### src/rtl/fetch_stage_pkg.sv
// Shared processor definitions for the fetch stage: reset PC, bubble encoding
// and the fetch FSM state encoding.
package fetch_stage_pkg;

  localparam logic [31:0] RESET_PC_DEFAULT  = 32'h0000_0000;
  localparam logic [31:0] NOP_INSTR_DEFAULT = 32'h0000_0013;
  localparam logic [31:0] PC_STEP           = 32'h0000_0004;

  typedef enum logic [0:0] {
    FETCH = 1'b0,
    HOLD  = 1'b1
  } fetch_state_e;

  // Sequential PC step; wraps modulo 2^32.
  function automatic logic [31:0] next_pc(input logic [31:0] pc);
    return pc + PC_STEP;
  endfunction

endpackage

### src/rtl/if_id_reg.sv
// IF/ID pipeline register: flush inserts a bubble, hold freezes, load captures.
module if_id_reg
  import fetch_stage_pkg::*;
#(
  parameter logic [31:0] RESET_PC  = RESET_PC_DEFAULT,
  parameter logic [31:0] NOP_INSTR = NOP_INSTR_DEFAULT
) (
  input  logic        clk,
  input  logic        reset,
  input  logic        load,
  input  logic        flush,
  input  logic        hold,
  input  logic [31:0] pc4_in,
  input  logic [31:0] instr_in,
  input  logic        valid_in,
  output logic [31:0] pc4,
  output logic [31:0] instr,
  output logic        valid
);

  logic [31:0] pc4_d, pc4_q;
  logic [31:0] instr_d, instr_q;
  logic        valid_d, valid_q;

  // Flush outranks hold, hold outranks load.
  always_comb begin
    pc4_d   = pc4_q;
    instr_d = instr_q;
    valid_d = valid_q;
    if (flush) begin
      pc4_d   = pc4_in;
      instr_d = NOP_INSTR;
      valid_d = 1'b0;
    end else if (hold) begin
      pc4_d   = pc4_q;
      instr_d = instr_q;
      valid_d = valid_q;
    end else if (load) begin
      pc4_d   = pc4_in;
      instr_d = instr_in;
      valid_d = valid_in;
    end else begin
      pc4_d   = pc4_q;
      instr_d = instr_q;
      valid_d = valid_q;
    end
  end

  // IF/ID storage.
  always_ff @(posedge clk or negedge reset) begin
    if (!reset) begin
      pc4_q   <= next_pc(RESET_PC);
      instr_q <= NOP_INSTR;
      valid_q <= 1'b0;
    end else begin
      pc4_q   <= pc4_d;
      instr_q <= instr_d;
      valid_q <= valid_d;
    end
  end

  assign pc4   = pc4_q;
  assign instr = instr_q;
  assign valid = valid_q;

endmodule

### src/rtl/fetch_stage.sv
// Instruction fetch stage: PC, FETCH/HOLD request FSM with a one-word buffer
// for responses that arrive while Decode is stalled, and the IF/ID register.
module fetch_stage
  import fetch_stage_pkg::*;
#(
  parameter logic [31:0] RESET_PC  = RESET_PC_DEFAULT,
  parameter logic [31:0] NOP_INSTR = NOP_INSTR_DEFAULT
) (
  input  logic        clk,
  input  logic        reset,
  input  logic        Select_PC,
  input  logic [31:0] dir_salto,
  input  logic        stall,
  output logic        imem_req,
  output logic [31:0] imem_addr,
  input  logic        imem_ready,
  input  logic [31:0] imem_rdata,
  output logic [31:0] PCmas4,
  output logic [31:0] instruccion,
  output logic        valid_D
);

  fetch_state_e state_d, state_q;
  logic [31:0]  pc_d, pc_q;
  logic [31:0]  buf_d, buf_q;

  logic         ifid_load_s;
  logic         ifid_flush_s;
  logic [31:0]  ifid_instr_s;
  logic         ifid_valid_s;
  logic [31:0]  pc_plus4_s;

  assign pc_plus4_s = next_pc(pc_q);
  assign imem_req   = (state_q == FETCH);
  assign imem_addr  = pc_q;

  // Next-state logic; an unstalled redirect beats everything else.
  always_comb begin
    state_d      = state_q;
    pc_d         = pc_q;
    buf_d        = buf_q;
    ifid_load_s  = 1'b0;
    ifid_flush_s = 1'b0;
    ifid_instr_s = NOP_INSTR;
    ifid_valid_s = 1'b0;
    if (Select_PC && !stall) begin
      pc_d         = dir_salto;
      buf_d        = 32'h0000_0000;
      ifid_flush_s = 1'b1;
      state_d      = FETCH;
    end else if (stall) begin
      // Park a word that returns during a stall so the request can drop.
      if ((state_q == FETCH) && imem_ready) begin
        buf_d   = imem_rdata;
        state_d = HOLD;
      end else begin
        buf_d   = buf_q;
        state_d = state_q;
      end
    end else begin
      case (state_q)
        FETCH: begin
          ifid_load_s = 1'b1;
          if (imem_ready) begin
            ifid_instr_s = imem_rdata;
            ifid_valid_s = 1'b1;
            pc_d         = pc_plus4_s;
          end else begin
            ifid_instr_s = NOP_INSTR;
            ifid_valid_s = 1'b0;
            pc_d         = pc_q;
          end
        end
        HOLD: begin
          ifid_load_s  = 1'b1;
          ifid_instr_s = buf_q;
          ifid_valid_s = 1'b1;
          pc_d         = pc_plus4_s;
          buf_d        = 32'h0000_0000;
          state_d      = FETCH;
        end
        default: begin
          state_d = FETCH;
        end
      endcase
    end
  end

  // PC, FSM state and stall buffer.
  always_ff @(posedge clk or negedge reset) begin
    if (!reset) begin
      state_q <= FETCH;
      pc_q    <= RESET_PC;
      buf_q   <= 32'h0000_0000;
    end else begin
      state_q <= state_d;
      pc_q    <= pc_d;
      buf_q   <= buf_d;
    end
  end

  if_id_reg #(
    .RESET_PC  (RESET_PC),
    .NOP_INSTR (NOP_INSTR)
  ) u_if_id_reg (
    .clk      (clk),
    .reset    (reset),
    .load     (ifid_load_s),
    .flush    (ifid_flush_s),
    .hold     (stall),
    .pc4_in   (pc_plus4_s),
    .instr_in (ifid_instr_s),
    .valid_in (ifid_valid_s),
    .pc4      (PCmas4),
    .instr    (instruccion),
    .valid    (valid_D)
  );

endmodule
### config.mk
export PLATFORM = sky130hd
export DESIGN_NAME = fetch_stage
export DESIGN_NICKNAME = d
export VERILOG_FILES = /design/src/rtl/fetch_stage_pkg.sv /design/src/rtl/if_id_reg.sv /design/src/rtl/fetch_stage.sv
export SDC_FILE = /design/constraint.sdc
export NUM_CORES = 1
export LEC_CHECK = 0
export CAP_MARGIN = 20
export CELL_PAD_IN_SITES_DETAIL_PLACEMENT = 2
export CELL_PAD_IN_SITES_GLOBAL_PLACEMENT = 2
export CORE_UTILIZATION = 35
export DETAILED_ROUTE_END_ITERATION = 16
export DONT_BUFFER_PORTS = 1
export PLACE_DENSITY = 0.82
export SYNTH_ARGS = -nofsm -noshare
export SYNTH_HDL_FRONTEND = slang
export SYNTH_HIERARCHICAL = 1
export SYNTH_SLANG_ARGS = --single-unit
### constraint.sdc
create_clock -name clk -period 3.45 [get_ports clk]
set_input_delay 0.5175 -clock clk [delete_from_list [all_inputs] [get_ports clk]]
set_output_delay 0.5175 -clock clk [all_outputs]
set_load 0.03 [all_outputs]
# [Yosys cells after proc, flatten, opt, wreduce, memory -nomap -nowiden]
# Index checks and enable logic that the tools add are counted.
# Widths: inputs -> output; s select.
[totals] register_bits=130 latchBits=0 out_inout_bits=98 n_memories=0 romBits=0 ram_bits=0 elab_cells=49 in_bits=69
[classes] div=0 n_reduce_logical=8 n_mul=0 bitwise=1 addsub=1 n_eq_ne=4 n_lt_le_gt_ge=0 n_shift=0 mux=29
[op_table] operator="$mux 32" count=15
[op_table] operator="$pmux 32 s2" count=2
[op_table] operator="$add 32x3->32 const B" count=1
[op_table] operator="$mux 1" count=11
[op_table] operator="$ne 3x1->1 const B" count=2
[op_table] operator="$reduce_and 2->1" count=3
[op_table] operator="$ne 2x1->1 const B" count=2
[op_table] operator="$reduce_bool 3->1" count=1
[op_table] operator="$logic_and 1x1->1" count=2
[op_table] operator="$pmux 1 s2" count=1
[op_table] operator="$reduce_bool 2->1" count=1
[op_table] operator="$logic_not 1->1" count=1
[op_table] operator="$not 1->1" count=1

# [Logic depth before layout (Yosys ltp)]
# Gate-level depths: netlist (run 1).
[depth] word_depth=6 depth_mapped=9

# [Modules after synthesis]
# The synthesis (run 1) kept the hierarchy.
[modules_own_cells] mod="fetch_stage" cells_per_inst=462 area_each_um2=4108.9 instances=1
[modules_own_cells] mod="if_id_reg" cells_per_inst=214 area_each_um2=2690.1 instances=1

# [Worst setup path before layout (run 1)]
# Ideal clock, no wire load.
[synth_timing] path_type="input -> register" from="input stall" to="register u_if_id_reg.pc4_q[0], in the netlist u_if_id_reg/pc4[0]" setup_ns=0.125 stages=9 required_time_ns=3.325 arrival_time_ns=2.142 path_buffers=6 path_slack_ns=1.183 cell_sequence="buf_2 nor2b_1 clkbuf_1 clkbuf_1 clkbuf_8 buf_4 nor2_8 buf_12 mux2_4"
[synth_via] elab_chain_len=5 word_cells_on_any_way=9
[synth_lines] item="from (decl)" line_no="fetch_stage.sv:13" source="input logic stall,"
[synth_lines] item="$logic_not 1->1 (*)" line_no="fetch_stage.sv:46" source="if (Select_PC && !stall) begin"
[synth_lines] item="$logic_and 1x1->1 (*)" line_no="fetch_stage.sv:46"
[synth_lines] item="$mux 1 (*)" line_no="fetch_stage.sv:46"
[synth_lines] item="net ifid_flush_s" line_no="fetch_stage.sv:28" source="logic ifid_flush_s;"
[synth_lines] item="$ne 2x1->1 (no line) or $reduce_bool 2->1 (tied branches)"
[synth_lines] item="$reduce_and 2->1 (no line)"
[synth_lines] item="to (signal assigned)" line_no="if_id_reg.sv:52" source="pc4_q <= next_pc(RESET_PC);"
[synth_lines] item="to (signal assigned)" line_no="if_id_reg.sv:56" source="pc4_q <= pc4_d;"
[synth_lines] item="to (decl)" line_no="if_id_reg.sv:21" source="logic [31:0] pc4_d, pc4_q;"
# Mark *: on every way through the listed nets, which the timed path passes. The rest lies on a longest branch.
# A chain may end at the register's enable or synchronous reset.

# [Worst setup path after layout (run 1)]
[layout_timing] from="register pc_q[2], in the netlist imem_addr[2]" to="register u_if_id_reg.pc4_q[24], in the netlist u_if_id_reg/pc4[24]"
[layout_via] elab_chain_len=4
[layout_lines] item="from (decl)" line_no="fetch_stage.sv:24" source="logic [31:0] pc_d, pc_q;"
[layout_lines] item="from (signal assigned)" line_no="fetch_stage.sv:97" source="pc_q <= pc_d;"
[layout_lines] item="$add 32x3->32 (*)" line_no="fetch_stage_pkg.sv:16" source="return pc + PC_STEP;"
[layout_lines] item="net pc_plus4_s[24]" line_no="fetch_stage.sv:31" source="logic [31:0] pc_plus4_s;"
[layout_lines] item="$mux 32" line_no="if_id_reg.sv:38" source="end else if (load) begin"
[layout_lines] item="$mux 32" line_no="if_id_reg.sv:34" source="end else if (hold) begin"
[layout_lines] item="$mux 32 (*)" line_no="if_id_reg.sv:30" source="if (flush) begin"
# Mark *: on every way through the listed nets, which the timed path passes. The rest lies on a longest branch. The select of a mux whose other input is x is not followed.

==> results by group, run 1 <==
Timing
  • Hold slack: -0.2012 ns
  • Peak Freq: 0.3751 GHz
  • Fin crit share: 0.7727
  • Final worst path period need: 2.666 ns
  • Fin. Hold Viols: 127
  • Worst slew pin tran: 0.7911 ns
  • Setup violators final: 0
  • Post-Route Skew: 0.008324 ns
  • Total Neg Setup Slack: 0 ns
  • Slew headroom: 0.4726
  • Slew Limit Fails: 0
  • Post-route setup slack: 0.7842 ns
  • RSZ-0062 raised after global routing: no

Clocking
  • Clock Tree Root: clkbuf_16
  • Htree depth: 4
  • Clock Sink Count: 130
  • Clk_lat worst skew: 0.43 ns
  • Clock Tree Buf Depth: 2
  • # resized after CTS: 0
  • CTS buffer count: 17
  • CTS tree: built
  • Clk slew on worst S/H paths: 0.06 ns
  • Post-CTS Repair Setup Buffers: 0

Drt
  • Via count: 5,197
  • Router iterations before antenna repair: 4
  • Detailed Route WL: 22,010 um
  • Via/cell ratio: 5.655
  • Final ANT Viol Nets: 0
  • WL/cell: 23.95 um
  • # DRC: 0
  • Number of DRC markers in iteration 0: 176

Floorplanning
  • Core area: 18,890 um^2
  • Row cnt: 50
  • I/O pins: 167
  • Chip height: 141.4 um
  • Die ar.: 19,990 um^2
  • Die extent in x: 141.4 um
  • Starting density of the core: 0.3599

Run status
  • Status: complete, but fails checks
  • Violations in the final reports: hold timing

Setup path
  • Worst setup SP type: flop
  • Crit path capture type: flop
  • Top cell by count, worst path: nand3_2
  • Slowest cell on crit path: dfrtp_1
  • Slowest stage delay, CP: 0.64 ns
  • Worst EP required: 3.75 ns
  • Setup CP Type: flop to flop
  • Worst reg2reg setup slack: 0.78 ns
  • Max FO, Critical Path: 9
  • WP data arrival: 2.97 ns
  • Crit path cell chain: ha_1 -> nand3_2 -> nor3_4 -> and4_4 -> nand3_2 -> xnor2_1 -> mux2_1

Final layout
  • Filler Cell Count: 2,032
  • Layout cells sized above 1: 0.1457
  • Fin area: 7538 um^2
  • Finished Layout Cells: 919
  • Most common cell after layout, fill and taps aside: dfrtp_1
  • Commonest non-fill, non-tap cells in the layout: 126 x dfrtp_1, 108 x nand2_1, 71 x a21oi_1, 49 x nor2_1, 35 x a22o_1
  • Nets: 716
  • # diodes: 0
  • Area Growth Syn to Fin: 10.88%
  • Finished Core Util: 0.3990

Pwr
  • P_int: 3.442 mW
  • Leakage power: 3.414 nW
  • IR Drop Worst-Case VDD: 0.3410 mV
  • Reg power frac: 0.457
  • Switch share: 0.3083
  • Switching pwr: 1.534 mW
  • Comb power frac: 0.108
  • Power Density: 660.2 nW/um^2
  • Total power: 4.977 mW
  • Clock power share: 0.435

Synthesis
  • Post-synth EDFFs: 0
  • Asr flop ratio synth: 1.000
  • Synth Cell Area: 6799 um^2
  • Ys Warns: 6
  • Cells after Synth: 676
  • Flops & latches, synth: 130
  • Syn_area_per_cell: 10.06 um^2
  • Cell variety after synth: 57
  • Syn Nets: 746
  • Sequential element share of the synthesized area: 0.4792
  • Top FF cell, synth: dfrtp_1

Global route
  • Largest net degree at the start of global routing: 131
  • First-pass GRT wire length: 34,890 um
  • Total Routing Usage GR: 0.2300
  • Number of global-route vias before repair: 5,959
  • Grt ovf: 0
  • Initial antenna violation count: 0

Place
  • Worst slack at placement: 0.8033 ns
  • Dpl cell area: 6839 um^2
  • Port-buffer cells: 0
  • Cells after DPL: 887
  • Hpwl dp: 14,430 um
  • Placer Congestion: 0.8045

Worst hold path
  • Hold Path Class: input pin to async pin

Job
  • MaxCap Viol Count: 0
Yosys cell counts (4+ instances only):
library cell,count,area (um^2)
dfrtp_1,126,3153
nand2_1,108,405.4
a21oi_1,71,355.3
nor2_1,50,187.7
a22o_1,35,306.5
and3_1,33,206.5
clkbuf_1,30,112.6
mux2_4,30,450.4
o21ai_0,26,130.1
xnor2_1,17,148.9
buf_2,12,60.06
nand3_1,12,60.06
xor2_1,11,96.34
o311ai_0,10,87.58
nand4_1,9,56.30
a21o_1,8,60.06
nor3_1,6,30.03
clkbuf_8,5,68.82
inv_1,5,18.77
a221o_1,4,40.04
buf_6,4,45.04
dfstp_2,4,105.1
kinds of logic (layout without fill, tap and decap cells):
| kind of cell | after synthesis | count (layout) | synth area share |
|---|---|---|---|
| mux | 36 | 36 | 0.07582 |
| simple gates | 252 | 252 | 0.1910 |
| xor+xnor | 28 | 28 | 0.03607 |
| buf+inv | 64 | 47 | 0.05907 |
| fa+ha+maj | 1 | 1 | 0.001840 |
| flops | 130 | 130 | 0.4792 |
| compound gates | 165 | 165 | 0.1570 |
routing by layer:
layer,global-route usage,part of all wire,vias up
met5,0,0,-
met3,0.07965,0.075,37
met4,0.08885,0.026,0
li1,-,-,2321
met2,0.3887,0.49,149
met1,0.2683,0.40,2690
worst max-delay path, delay by kind of cell (launching register included):
| family | cells | cell delay, ns |
|---|---|---|
| multiplexers | 1 | 0.30 |
| flip-flops | 1 | 0.64 |
| XOR/XNOR | 1 | 0.17 |
| AND/OR/NAND/NOR | 4 | 1.10 |
| adder cells (fa/ha/maj) | 1 | 0.35 |
sequential cells by signal, summed over array words and instances, names as in the netlist:
| name | cells |
|---|---|
| buf_q | 32 |
| imem_addr | 32 |
| u_if_id_reg/instr | 32 |
| u_if_id_reg/pc4 | 32 |
| state_q | 1 |
| u_if_id_reg/valid | 1 |
final timing paths:
kind	to	depth (start not counted)	from
min in group clk	imem_addr[10]$_DFFE_PN0P_	2	dir_salto[10]
min	u_if_id_reg/pc4[11]$_DFFE_PN0P_	0	reset
max reg2reg	u_if_id_reg/pc4[24]$_DFFE_PN0P_	7	imem_addr[2]$_DFFE_PN0P_
max	u_if_id_reg/pc4[24]$_DFFE_PN0P_	7	imem_addr[2]$_DFFE_PN0P_
max in group asynchronous	u_if_id_reg/instr[4]$_DFFE_PN1P_	0	reset
min reg2reg	buf_q[4]$_DFFE_PN0P_	2	buf_q[4]$_DFFE_PN0P_
power by group through the flow:
| stage | sequential [mW] | clock [mW] | combinational (mW) |
|---|---|---|---|
| 6_report | 2.27 | 2.17 | 0.537 |
| 5_1_grt | 2.30 | 2.26 | 0.583 |
| 4_1_cts | 2.27 | 2.21 | 0.542 |
| 3_5_place_dp | 2.30 | 0 | 0.530 |
| 3_3_place_gp | 2.28 | 0 | 0.498 |
| 2_1_floorplan | 2.18 | 0 | 0.495 |
layout make-up:
type | instances | area, um^2 | share of cell area
clock buffers | 20 | 446.7 | 0.05925
clock inverters | 12 | 252.7 | 0.03353
inverters | 5 | 18.77 | 0.002490
multi-input cells | 482 | 3149 | 0.4178
flip-flops and latches | 130 | 3258 | 0.4322
well taps | 260 | 325.3 | 0.04315
repair buffers | 10 | 87.58 | 0.01162
Power figures use the tool's default switching activity.
==> run 2: changes to the inputs <==
==> constraint.sdc (replaced) <==
create_clock -name clk -period 2.71 [get_ports clk]
set_input_delay 0.4065 -clock clk [delete_from_list [all_inputs] [get_ports clk]]
set_output_delay 0.4065 -clock clk [all_outputs]
set_load 0.03 [all_outputs]
==> run 2 against run 1 <==
- the run still ends with hold timing left
- global-route usage is 0.42 points lower
- highest routed layer is now met5
- combinational power is 66% higher
- cell count is 2.5% higher
- critical path type unchanged
==> results by group, run 2 (synthesis gave the netlist of run 1 again) <==
Run status
  • Status: complete, but fails checks
  • Violations in the final reports: hold timing

Setup path
  • Worst EP required: 3.02 ns (-0.73 ns)
  • Setup CP Type: flop to flop
  • Slowest stage delay, CP: 0.58 ns (-0.06 ns)
  • Max FO, Critical Path: 6 (-3)
  • Crit path cell chain: nand3_2 -> nor4_2 -> and2b_1 -> nand4_1 -> xnor2_1 -> mux2_4
  • Worst reg2reg setup slack: 0.36 ns (-0.43 ns)
  • WP buf/inv: 0 (unchanged)
  • Crit-path leading delay family: simple AND/OR/NAND/NOR gates
  • WP data arrival: 2.66 ns (-0.31 ns)
  • Slowest cell on crit path: dfrtp_1
  • Worst setup SP type: flop
  • Crit path capture type: flop

Floorplanning
  • Die ar.: 19,990 um^2 (unchanged)
  • I/O pins: 167 (unchanged)
  • Core area: 18,890 um^2 (unchanged)
  • Die extent in x: 141.4 um (unchanged)
  • Starting density of the core: 0.3599 (unchanged)
  • Chip height: 141.4 um (unchanged)
  • Row cnt: 50 (unchanged)

Clocking
  • Clock Tree Buf Depth: 2 (unchanged)
  • Post-CTS Repair Setup Buffers: 0 (unchanged)
  • Clk_lat worst skew: 0.43 ns (about the same)
  • CTS buffer count: 17 (unchanged)
  • Clk slew on worst S/H paths: 0.06 ns (about the same)
  • Clock Sink Count: 130 (unchanged)
  • Htree depth: 4 (unchanged)
  • # resized after CTS: 0 (unchanged)
  • CTS tree: built
  • Clock Tree Root: clkbuf_16

Timing
  • Post-route setup slack: 0.3568 ns (-0.4274 ns)
  • RSZ-0062 raised after global routing: no
  • Fin. Hold Viols: 130 (+2.4%)
  • Fin crit share: 0.8683 (+0.09564)
  • Hold slack: -0.3145 ns (-0.1132 ns)
  • Total Neg Setup Slack: 0 ns (unchanged)
  • Worst slew pin tran: 0.8710 ns (+0.07986 ns)
  • Slew headroom: 0.4194 (-0.05324)
  • Slew Limit Fails: 0 (unchanged)
  • Post-Route Skew: 0.008013 ns (-0.0003111 ns)
  • Final worst path period need: 2.353 ns (-0.3126 ns)
  • Peak Freq: 0.4250 GHz (+13%)
  • Setup violators final: 0 (unchanged)

Drt
  • Met1 WL: 8973 um (+0.93%)
  • Wire length on met3: 1677 um (+1.5%)
  • Router iterations before antenna repair: 7 (+3)
  • Via/cell ratio: 5.666 (+0.19%)
  • DR WL met2: 10,760 um (-1.3%)
  • Max layer used: met5
  • Via count: 5,337 (+2.7%)
  • Number of DRC markers in iteration 0: 219 (+24%)
  • WL/cell: 23.13 um (-3.4%)
  • Detailed Route WL: 21,790 um (-1.0%)
  • # DRC: 0 (unchanged)
  • Final ANT Viol Nets: 0 (unchanged)

Place
  • Hpwl dp: 14,520 um (+0.63%)
  • Worst slack at placement: 0.4142 ns (-0.3891 ns)
  • Port-buffer cells: 0 (unchanged)
  • Placer Congestion: 0.8628 (+7.2%)
  • Dpl cell area: 7019 um^2 (+2.6%)
  • Cells after DPL: 911 (+2.7%)

Pwr
  • Total power: 5.995 mW (+20%)
  • Reg power frac: 0.460 (+0.003)
  • Switch share: 0.3235 (+0.01515)
  • Comb power frac: 0.149 (+0.041)
  • Power Density: 786.5 nW/um^2 (+19%)
  • Leakage power: 3.479 nW (+1.9%)
  • Switching pwr: 1.939 mW (+26%)
  • IR Drop Worst-Case VDD: 0.4446 mV (+30%)
  • Clock power share: 0.392 (-0.043)
  • P_int: 4.056 mW (+18%)

Final layout
  • Finished Core Util: 0.4034 (+0.004437)
  • Register area: 3258 um^2 (unchanged)
  • Finished Layout Cells: 942 (+2.5%)
  • # diodes: 0 (unchanged)
  • Commonest non-fill, non-tap cells in the layout: 126 x dfrtp_1, 108 x nand2_1, 71 x a21oi_1, 49 x nor2_1, 35 x a22o_1
  • Nets: 740 (+3.4%)
  • Layout cells sized above 1: 0.1760 (+0.03028)
  • Filler Cell Count: 2,039 (+0.34%)
  • Most common cell after layout, fill and taps aside: dfrtp_1
  • Area Growth Syn to Fin: 12.11%
  • Fin area: 7622 um^2 (+1.1%)
  • Multi-input logic area: 3149 um^2 (unchanged)

Global route
  • Number of global-route vias before repair: 5,943 (-0.27%)
  • Initial antenna violation count: 1 (+1)
  • Largest net degree at the start of global routing: 131 (unchanged)
  • Total Routing Usage GR: 0.2258 (-0.004223)
  • First-pass GRT wire length: 34,390 um (-1.4%)
  • Grt ovf: 0 (unchanged)

Worst hold path
  • Hold Path Class: input pin to async pin

Job
  • MaxCap Viol Count: 0 (unchanged)
-- run 2: final timing paths --
check	to	startpoint	cells after the start
max	u_if_id_reg/pc4[30]$_DFFE_PN0P_	imem_addr[12]$_DFFE_PN0P_	6
min	u_if_id_reg/pc4[11]$_DFFE_PN0P_	reset	0
max reg2reg	u_if_id_reg/pc4[30]$_DFFE_PN0P_	imem_addr[12]$_DFFE_PN0P_	6
min reg2reg	buf_q[27]$_DFFE_PN0P_	buf_q[27]$_DFFE_PN0P_	1
max in group asynchronous	u_if_id_reg/instr[1]$_DFFE_PN1P_	reset	0
min in group clk	buf_q[23]$_DFFE_PN0P_	imem_rdata[23]	1
-- run 2: final cells by class --
cell class,instances,share of cell area
well taps,260,0.04268
multi-input cells,482,0.4132
inverters,5,0.002462
clock inverters,12,0.02101
flip-flops and latches,130,0.4274
repair buffers,34,0.03513
clock buffers,19,0.05811
-- run 2: power by group through the flow --
stage | sequential (mW) | combinational, mW | clock, mW
finish | 2.76 | 0.891 | 2.35
global placement | 2.77 | 0.838 | 0
CTS | 2.76 | 0.898 | 2.42
detailed placement | 2.79 | 0.884 | 0
global route | 2.78 | 0.959 | 2.48
floorplan | 2.78 | 0.630 | 0
-- run 2: layer usage --
metal	track usage	vias to the layer above
li1	-	2375
met1	0.2613	2779
met2	0.3812	154
met3	0.08809	27
met4	0.07697	2
met5	0	-
